==> src/rtl/da2.sv <==
// da2: dual-channel serial transmitter for the Pmod DA2 (two DAC121S101).
// Both 16-bit frames {2'b00, pd, data} are shifted out MSB-first in
// parallel on a shared SCLK/SYNC, with SCLK derived from the system clock.
module da2 #(
   parameter int CLK_DIV     = 2,
   parameter int IDLE_CYCLES = 4
) (
   input  logic        clk,
   input  logic        rst,
   input  logic        update,
   input  logic [11:0] dataA,
   input  logic [11:0] dataB,
   input  logic [1:0]  pdA,
   input  logic [1:0]  pdB,
   output logic        SCLK,
   output logic        SYNC,
   output logic        DINA,
   output logic        DINB,
   output logic        busy
);

   localparam int DW = $clog2(CLK_DIV + 1);
   localparam int HW = $clog2(IDLE_CYCLES + 1);
   localparam logic [DW-1:0] DIV_LAST  = DW'(CLK_DIV - 1);
   localparam logic [HW-1:0] HOLD_LAST = HW'(IDLE_CYCLES - 1);

   typedef enum logic [1:0] {IDLE, SHIFT, HOLD} state_t;

   state_t        state;
   logic [DW-1:0] div_cnt;
   logic [4:0]    edge_cnt;   // SCLK transitions issued in this frame (0..31)
   logic [HW-1:0] hold_cnt;
   logic [14:0]   sr_a;       // bits still to be sent; bit 15 goes straight to DIN
   logic [14:0]   sr_b;

   logic [15:0] frame_a;
   logic [15:0] frame_b;
   logic        hold_done;
   logic        start;

   assign frame_a   = {2'b00, pdA, dataA};
   assign frame_b   = {2'b00, pdB, dataB};
   assign hold_done = (state == HOLD) && (hold_cnt == HOLD_LAST);
   // The last HOLD cycle doubles as an IDLE sample so a held update
   // repeats every 32*CLK_DIV + IDLE_CYCLES cycles.
   assign start     = update && ((state == IDLE) || hold_done);

   // Frame sequencer: load, SCLK generation and shifting, post-frame hold.
   always_ff @(posedge clk) begin
      if (!rst) begin
         state    <= IDLE;
         SCLK     <= 1'b1;
         SYNC     <= 1'b1;
         DINA     <= 1'b0;
         DINB     <= 1'b0;
         busy     <= 1'b0;
         sr_a     <= '0;
         sr_b     <= '0;
         div_cnt  <= '0;
         edge_cnt <= '0;
         hold_cnt <= '0;
      end else if (start) begin
         sr_a     <= frame_a[14:0];
         sr_b     <= frame_b[14:0];
         DINA     <= frame_a[15];
         DINB     <= frame_b[15];
         SYNC     <= 1'b0;
         SCLK     <= 1'b1;
         busy     <= 1'b1;
         div_cnt  <= '0;
         edge_cnt <= '0;
         state    <= SHIFT;
      end else begin
         case (state)
            SHIFT: begin
               if (div_cnt == DIV_LAST) begin
                  div_cnt <= '0;
                  if (edge_cnt == 5'd31) begin
                     // CLK_DIV cycles after the 16th falling edge: close the frame.
                     SCLK     <= 1'b1;
                     SYNC     <= 1'b1;
                     hold_cnt <= '0;
                     state    <= HOLD;
                  end else begin
                     edge_cnt <= edge_cnt + 5'd1;
                     SCLK     <= ~SCLK;
                     // Rising transition: present the next bit, both lanes together.
                     if (!SCLK) begin
                        DINA <= sr_a[14];
                        DINB <= sr_b[14];
                        sr_a <= {sr_a[13:0], 1'b0};
                        sr_b <= {sr_b[13:0], 1'b0};
                     end
                  end
               end else begin
                  div_cnt <= div_cnt + DW'(1);
               end
            end
            HOLD: begin
               if (hold_done) begin
                  busy  <= 1'b0;
                  state <= IDLE;
               end else begin
                  hold_cnt <= hold_cnt + HW'(1);
               end
            end
            default: begin
               state <= IDLE;
            end
         endcase
      end
   end

endmodule

==> config.mk <==
export PLATFORM = sky130hd
export DESIGN_NAME = da2
export DESIGN_NICKNAME = d
export VERILOG_FILES = /design/src/rtl/da2.sv
export SDC_FILE = /design/constraint.sdc
export NUM_CORES = 1
export LEC_CHECK = 0
export CORE_ASPECT_RATIO = 0.9
export CORE_MARGIN = 2
export CORE_UTILIZATION = 40
export DETAILED_ROUTE_END_ITERATION = 6
export PLACE_DENSITY_LB_ADDON = 0.25
export RECOVER_POWER = 50
export SYNTH_ARGS = -nofsm -noshare
export SYNTH_HDL_FRONTEND = slang
export SYNTH_SLANG_ARGS = --single-unit
==> constraint.sdc <==
create_clock -name clk -period 2.62 [get_ports clk]
set_clock_uncertainty 0.05 [all_clocks]
set_input_delay 0.524 -clock clk [delete_from_list [all_inputs] [get_ports clk]]
set_output_delay 0.524 -clock clk [all_outputs]
set_load 0.005 [all_outputs]
After elaboration in Yosys (flattened, before gate mapping)
Index checks and enable logic that the tools add are counted.
- ROM bits: 0
- bits in writable memories: 0
- memories: 0
- output and inout port bits: 5
- word-level logic and storage cells: 83
- bits in registers: 47
- bits in latches: 0
- shifts and indexed selects: 0
- div/mod/pow operators: 0
- bitwise operators: 4
- equality and inequality tests: 14
- multipliers: 0
- $add $sub $neg: 3
- $lt $le $gt $ge: 0
- reductions and logical operators: 20
- mux-type cells: 28
- operators with widths (cell ; count):
    two-way mux 14 bit ; 10
    AND reduction 3 bit ; 4
    nonzero test 2 bit ; 6
    inequality test 2 bit (second input constant) ; 5
    two-way mux 1 bit ; 9
    two-way mux 3 bit ; 3
    inequality test 3 bit (second input constant) ; 3
    two-way mux 2 bit ; 4
    AND reduction 4 bit ; 2
    case mux 3 bit (2 select lines) ; 1
    adder 5 x 1 -> 5 bit (second input constant) ; 1
    == test 5 bit (second input constant) ; 1
    AND reduction 5 bit ; 1
    == test 2 x 1 -> 1 bit (second input constant) ; 2
    NOT 1 bit ; 4
    case mux 2 bit (2 select lines) ; 1
    AND reduction 2 bit ; 2
    adder 3 x 1 -> 3 bit (second input constant) ; 1
    == test 3 x 2 -> 1 bit (second input constant) ; 1
    adder 2 x 1 -> 2 bit (second input constant) ; 1
    == test 2 bit (second input constant) ; 1
    logical AND 1 bit ; 2
    logical NOT 2 bit ; 1
    inequality test 2 x 1 -> 1 bit (second input constant) ; 1
    other kinds (2) ; 2

Longest topological paths before layout
- word-level depth: 6
- gate-level depth with buffers: 9
- mapped depth without buffers: 6

Worst setup path before layout
Ideal clock, no wire load.
- path type: flip-flop to flip-flop
- from: register edge_cnt[0]
- to: register DINA
- path buffers: 3
- period minus slack after synthesis: 1935 ps
- arrival: 1752 ps
- path slack: 685 ps
- stages on the path, launching flop included: 10
- cells stage by stage: dfxtp_1 ha_1 and3_1 ha_1 clkbuf_1 or3_1 buf_2 buf_6 nand2_1 a21oi_1
- cells in the longest elaborated chain, start to end: 3
- ends and longest elaborated chain (what ; line ; RTL):
    from (decl) ; 31 ; logic [4:0] edge_cnt;
    from (signal assigned) ; 85 ; edge_cnt <= edge_cnt + 5'd1;
    == test 5 bit ; 78 ; if (edge_cnt == 5'd31) begin
    NOT 1 bit (no source line) ; - ;
    AND reduction 4 bit (no source line) ; - ;
    to (signal assigned) ; 65 ; DINA <= frame_a[15];
    to (signal assigned) ; 89 ; DINA <= sr_a[14];
    to (decl) ; 17 ; output logic DINA,
Every way passes these cells.
A chain may end at the register's enable or synchronous reset.

Worst setup path after layout
- from: register edge_cnt[0]
- to: register sr_b[0]
- cells in the longest elaborated chain, start to end: 3
- ends and longest elaborated chain (what ; line ; RTL):
    == test 5 bit ; 78 ;
    inequality test 2 bit (no source line) ; - ;
    AND reduction 4 bit (no source line) ; - ;
    to (signal assigned) ; 64 ; sr_b <= frame_b[14:0];
    to (signal assigned) ; 92 ; sr_b <= {sr_b[13:0], 1'b0};
    to (decl) ; 34 ; logic [14:0] sr_b;
Every way passes these cells.

==> summary.txt <==
Floorplan
  – DIE WIDTH: 78.1 um
  – Floorplan die height: 70.7 um
  – Core Area: 4800 um2
  – Starting Density: 41.1%
  – Io pins: 36
  – DIE AREA: 5520 um2
  – Num rows: 24

Cells and area
  – Leading cell type in the layout, fill and taps excluded: a21oi_1
  – Share of cells above drive strength 1: 4.71%
  – Commonest cells after routing, fill and taps aside: 60 x a21oi_1, 47 x dfxtp_1, 47 x nand2_1
  – # diodes: 0
  – Final core utilization: 50.6%
  – Area Growth Syn to Fin: 23.0%
  – Layout net count: 310

Logic synthesis
  – Async SR Flop Fraction: 0%
  – Top cell type's share of synthesized area: 47.6%
  – Ys flop type: dfxtp_1
  – Largest cells by area after synthesis: dfxtp_1 48%, a21oi_1 15%, nand2_1 8.9%
  – Yosys warnings: 0
  – Flop and latch count out of synthesis: 47
  – Number of synthesized flops with an enable pin: 0
  – Synth Area per Inst: 7.97 um2
  – Mapped Area: 1980 um2
  – Area leader, netlist: dfxtp_1
  – Number of cells produced by synthesis: 248
  – Net Count, Synth: 283
  – Sequential area share after synthesis: 47.6%
  – Synth cell types: 26

Global route
  – Initial antenna violation count: 0
  – Vias in the first global route: 1545
  – Total GRT Usage: 15.0%
  – Grt total ovfl: 0
  – Pin count of the biggest net entering global routing: 33
  – First-pass GRT wire length: 6.73 mm

STA
  – RSZ-0062 raised after global routing: no
  – Slew Viols, Final: 0
  – Fmax: 495 MHz
  – Worst-margin pin slew: 0.562 ns
  – Total negative slack: 0 ns
  – Relative slew slack: 62.5%
  – Tcrit/Tclk final: 77.2%
  – Hold Vio Cnt, Final: 0
  – Setup Viol. Count Final: 0
  – Final worst path period need: 2.02 ns

Setup path
  – FF-to-FF path depth: 7
  – Worst EP required: 2.75 ns
  – Worst flop-to-flop path endpoint: sr_b[0]$_SDFFE_PN0P_
  – Worst Setup End Kind: flop
  – Worst r2r src: edge_cnt[0]$_SDFFE_PP0P_
  – Crit path DAT: 2.15 ns
  – CP Launch Type: flop
  – R2R setup slack: 0.60 ns
  – Crit Path Class: flop to flop
  – Worst-path maximum fanout: 32

Route
  – Total routed wirelength: 3.98 mm
  – Via count: 1716
  – Antenna violation net count after detailed routing: 0
  – Pre-Repair DR Iteration Count: 4
  – M1 WL: 1.94 mm
  – DR top layer: met4
  – Violation count after the first detailed-route iteration: 108
  – DRC: 0
  – WL met3: 146 um
  – Drt wl/cell: 11.7 um
  – Post-DR vias/cell: 5.03
  – Met2 Wirelength: 1.85 mm

Placement
  – Post-DP HPWL: 2.61 mm
  – Port bufs: 35
  – Gpl congestion: 0.698

Clocking
  – CTS HTree Levels: 2
  – Num CTS Buffers: 5
  – Clk pin slew, worst setup/hold paths: 0.08 ns
  – Root buffer selected by CTS: clkbuf_8
  – CTS tree: yes
  – Hold Buf Count CTS: 0
  – CTS Buffer Depth: 2
  – Setup bufs post-CTS: 0
  – Clk_lat worst skew: 0.29 ns
  – Post-CTS Resized: 0
  – CTS Sinks: 47

Run
  – Max cap viols: 0

Power and ir drop
  – Pleak: 0.897 nW
  – Peak supply drop: 0.000288 V
  – Pwr/cell area: 572 nW/um2

Min path
  – Worst hold endpoint: sr_b[13]$_SDFFE_PN0P_
  – Hold Path Origin: sr_b[13]$_SDFFE_PN0P_
  – WHS Path Cells: 2
  – HP Class: flop to flop

Outcome
  – Status: completed
## sequential cells by signal, summed over array words and instances (netlist names)
signal    count
state         2
DINB          1
DINA          1
div_cnt       2
busy          1
sr_b         15
SYNC          1
hold_cnt      3
sr_a         15
edge_cnt      5
SCLK          1
## stage by stage
stage	cell area, um2	total power [mW]	hold WS [ns]	worst slack [ns]	std cells
after detailed placement	2340	0.955	0.392	0.607	333
after floorplan	1980	0.880	0.374	0.685	248
after global placement	2340	0.951	0.390	0.636	333
after CTS	2440	1.42	0.404	0.598	341
final	2430	1.39	0.402	0.598	341
after global routing	2430	1.47	0.418	0.413	341
## critical path, stage by stage, from the launching register on
cell,delay (ns)
dfxtp_1,0.34
ha_1,0.21
and3_1,0.19
ha_1,0.30
or3_1,0.38
buf_4,0.24
nand3_1,0.12
a21boi_0,0.08
## synth_stat cells (all sizes together), types with 2 or more instances
master,number
ha,4
a21oi,60
nand2b,2
a21boi,3
clkbuf,10
dfxtp,47
o22ai,3
o21ai,32
nand2,47
nor2,7
buf,10
nor2b,3
nand3,5
nor3,2
xnor2,4
## final cells by class
cell class / instances / area [um2]
inverter: 1 / 3.75
sequential: 47 / 941
timing repair buffer: 40 / 385
tap: 65 / 81.3
multi-input combinational: 180 / 921
clock buffer: 8 / 100
fill: 497 / 2370
## power breakdown
| part | internal, mW | leakage [nW] | switching, mW |
|---|---|---|---|
| logic | 0.0826 | 0.460 | 0.0737 |
| clock network | 0.241 | 0.0515 | 0.218 |
| registers | 0.755 | 0.386 | 0.0225 |
## cells by family (layout without fill, tap and decap cells)
group,count (synthesis),count (layout),synth area share (%)
AO/OA/AOI/OAI,99,99,25.8
AND/OR/NAND/NOR,72,72,16.2
flip-flops,47,47,47.6
buffers and inverters,21,49,5.57
adder cells (fa/ha/maj),4,4,2.53
XOR/XNOR,4,4,1.77
multiplexers,1,1,0.570
## metal layers
layer  vias to the layer above  track usage (%)
met5                         -                0
met4                         0             5.85
met3                         5             3.70
met2                        28             24.4
met1                       779             19.4
li1                        904                -
## how the worst max path moves through the flow
stage,from,to,slack [ns]
CTS,edge_cnt[0]$_SDFFE_PP0P_,sr_b[0]$_SDFFE_PN0P_,0.60
global route,edge_cnt[0]$_SDFFE_PP0P_,sr_a[10]$_SDFFE_PN0P_,0.41
finish,edge_cnt[0]$_SDFFE_PP0P_,sr_b[0]$_SDFFE_PN0P_,0.60
global placement,rst,sr_b[9]$_SDFFE_PN0P_,0.64
floorplan,edge_cnt[0]$_SDFFE_PP0P_,DINA$_SDFFE_PP0P_,0.69
detailed placement,update,sr_b[0]$_SDFFE_PN0P_,0.61
No activity file was read; power rests on OpenSTA's default activity.
==> RTL edit (same settings) <==
Set the parameter `IDLE_CYCLES` to 8 (it was 4).
--- a/src/rtl/da2.sv
+++ b/src/rtl/da2.sv
@@ -5,3 +5,3 @@
    parameter int CLK_DIV     = 2,
-   parameter int IDLE_CYCLES = 4
+   parameter int IDLE_CYCLES = 8
 ) (
Check against the original RTL: same outputs for any inputs over 10 cycles, from zero or initial values and one cycle with rst low; that may be too few to reach the edited logic, so the function may still have changed.
==> RTL edit against the original RTL <==
  * Sequential cell count rose by 1
  * Maximum frequency decreased by 6.2%
  * Critical endpoint is now sr_a[4]$_SDFFE_PN0P_
  * Area after synthesis increased by 3.0%
  * Setup slack got worse by 0.13 ns
  * Wire length rose by 0.35%
  * Final area increased by 2.1%
  * Total power shrank 3.1%
  * Hold slack better by 0.0021 ns
  * Critical path type unchanged
==> RTL edit: results (changes against the original RTL) <==
status - completed (unchanged)
Worst Path Max Fanout - 30 (was 32)
Hold EP - DINB$_SDFFE_PP0P_ (was sr_b[13]$_SDFFE_PN0P_)
met3 routed WL - 221 um (was 146 um)
leakage power - 0.878 nW (was 0.897 nW)
seq pwr - 0.793 mW (was 0.777 mW)
Tcrit/Tclk final - 82.3% (was 77.2%)
WL/cell - 11.6 um (was 11.7 um)
Rel. slew slack - 62.1% (was 62.5%)
Layout Cells excl Fill - 344 (was 341)
Final Net Count - 313 (was 310)
most frequent cells after synthesis - nand2_1, dfxtp_1, o21ai_0 (was a21oi_1, dfxtp_1, nand2_1)
worst hold margin - 0.404 ns (was 0.402 ns)
P_sw - 0.316 mW (was 0.314 mW)
R2R Setup Slk - 0.46 ns (was 0.60 ns)
Initial DRC Count - 127 (was 108)
fillers - 511 (was 497)
first-pass GRT wire length - 6860 um (was 6730 um)
Post-Place Cell Area - 2420 um^2 (was 2340 um^2)
number of global-route vias before repair - 1589 (was 1545)
placer's final routability congestion estimate - 0.691 (was 0.698)
metal2 WL - 1610 um (was 1850 um)
Seq/Total Area, Yosys - 47.2% (was 47.6%)
library cells used by synthesis - 31 (was 26)
VDD IR max - 258 uV (was 288 uV)
Arr. time, crit path - 2.34 ns (was 2.15 ns)
Worst R2R End - sr_a[4]$_SDFFE_PN0P_ (was sr_b[0]$_SDFFE_PN0P_)
top cells by area, synth - dfxtp_1, nand2_1, a31oi_1 (was dfxtp_1, a21oi_1, nand2_1)
CP max stage cell - clkbuf_2 (was or3_1)
Logic pwr share - 10.9% (was 11.2%)
grt met3 use - 4.16% (was 3.70%)
cells after synthesis - 251 (was 248)
GR Util met2 - 23.6% (was 24.4%)
Int Power - 1.03 mW (was 1.08 mW)
Top Family by Delay on Critical Path - adder cells (was simple AND/OR/NAND/NOR gates)
hold_sp - DINB$_SDFFE_PP0P_ (was sr_b[13]$_SDFFE_PN0P_)
Via Count - 1735 (was 1716)
CP peak stage delay - 0.50 ns (was 0.38 ns)
syn nets - 285 (was 283)
FFs w/ async S/R, synth - 0% (unchanged)
M1 WL - 2100 um (was 1940 um)
pre-CTS setup slack - 0.478 ns (was 0.607 ns)
-- RTL edit: changes by cell type after synthesis, sizes merged, moves of 2 or more --
cell / before / now
buf: 10 / 12
xor2: 0 / 3
nand2b: 2 / 0
clkbuf: 10 / 7
a31oi: 0 / 26
nand2: 47 / 71
nor2: 7 / 10
a21oi: 60 / 6
o22ai: 3 / 0
-- RTL edit: kinds of logic after synthesis --
family	share of synthesized area, %
DFF	47.2
muxes	0.491
buffers and inverters	5.53
and+or+nand+nor	21.4
xor gates and xnor gates	3.01
adders and majority gates	1.84
AOI/OAI and AO/OA	20.5
-- RTL edit: area by class of cell --
type,instances,area (um^2),share of cell area [%]
clock buffers,6,72.6,2.92
clock inverters,1,5.00,0.202
inverters,2,7.51,0.302
multi-input cells,182,957,38.6
flip-flops and latches,48,961,38.7
well taps,65,81.3,3.28
repair buffers,40,398,16.0
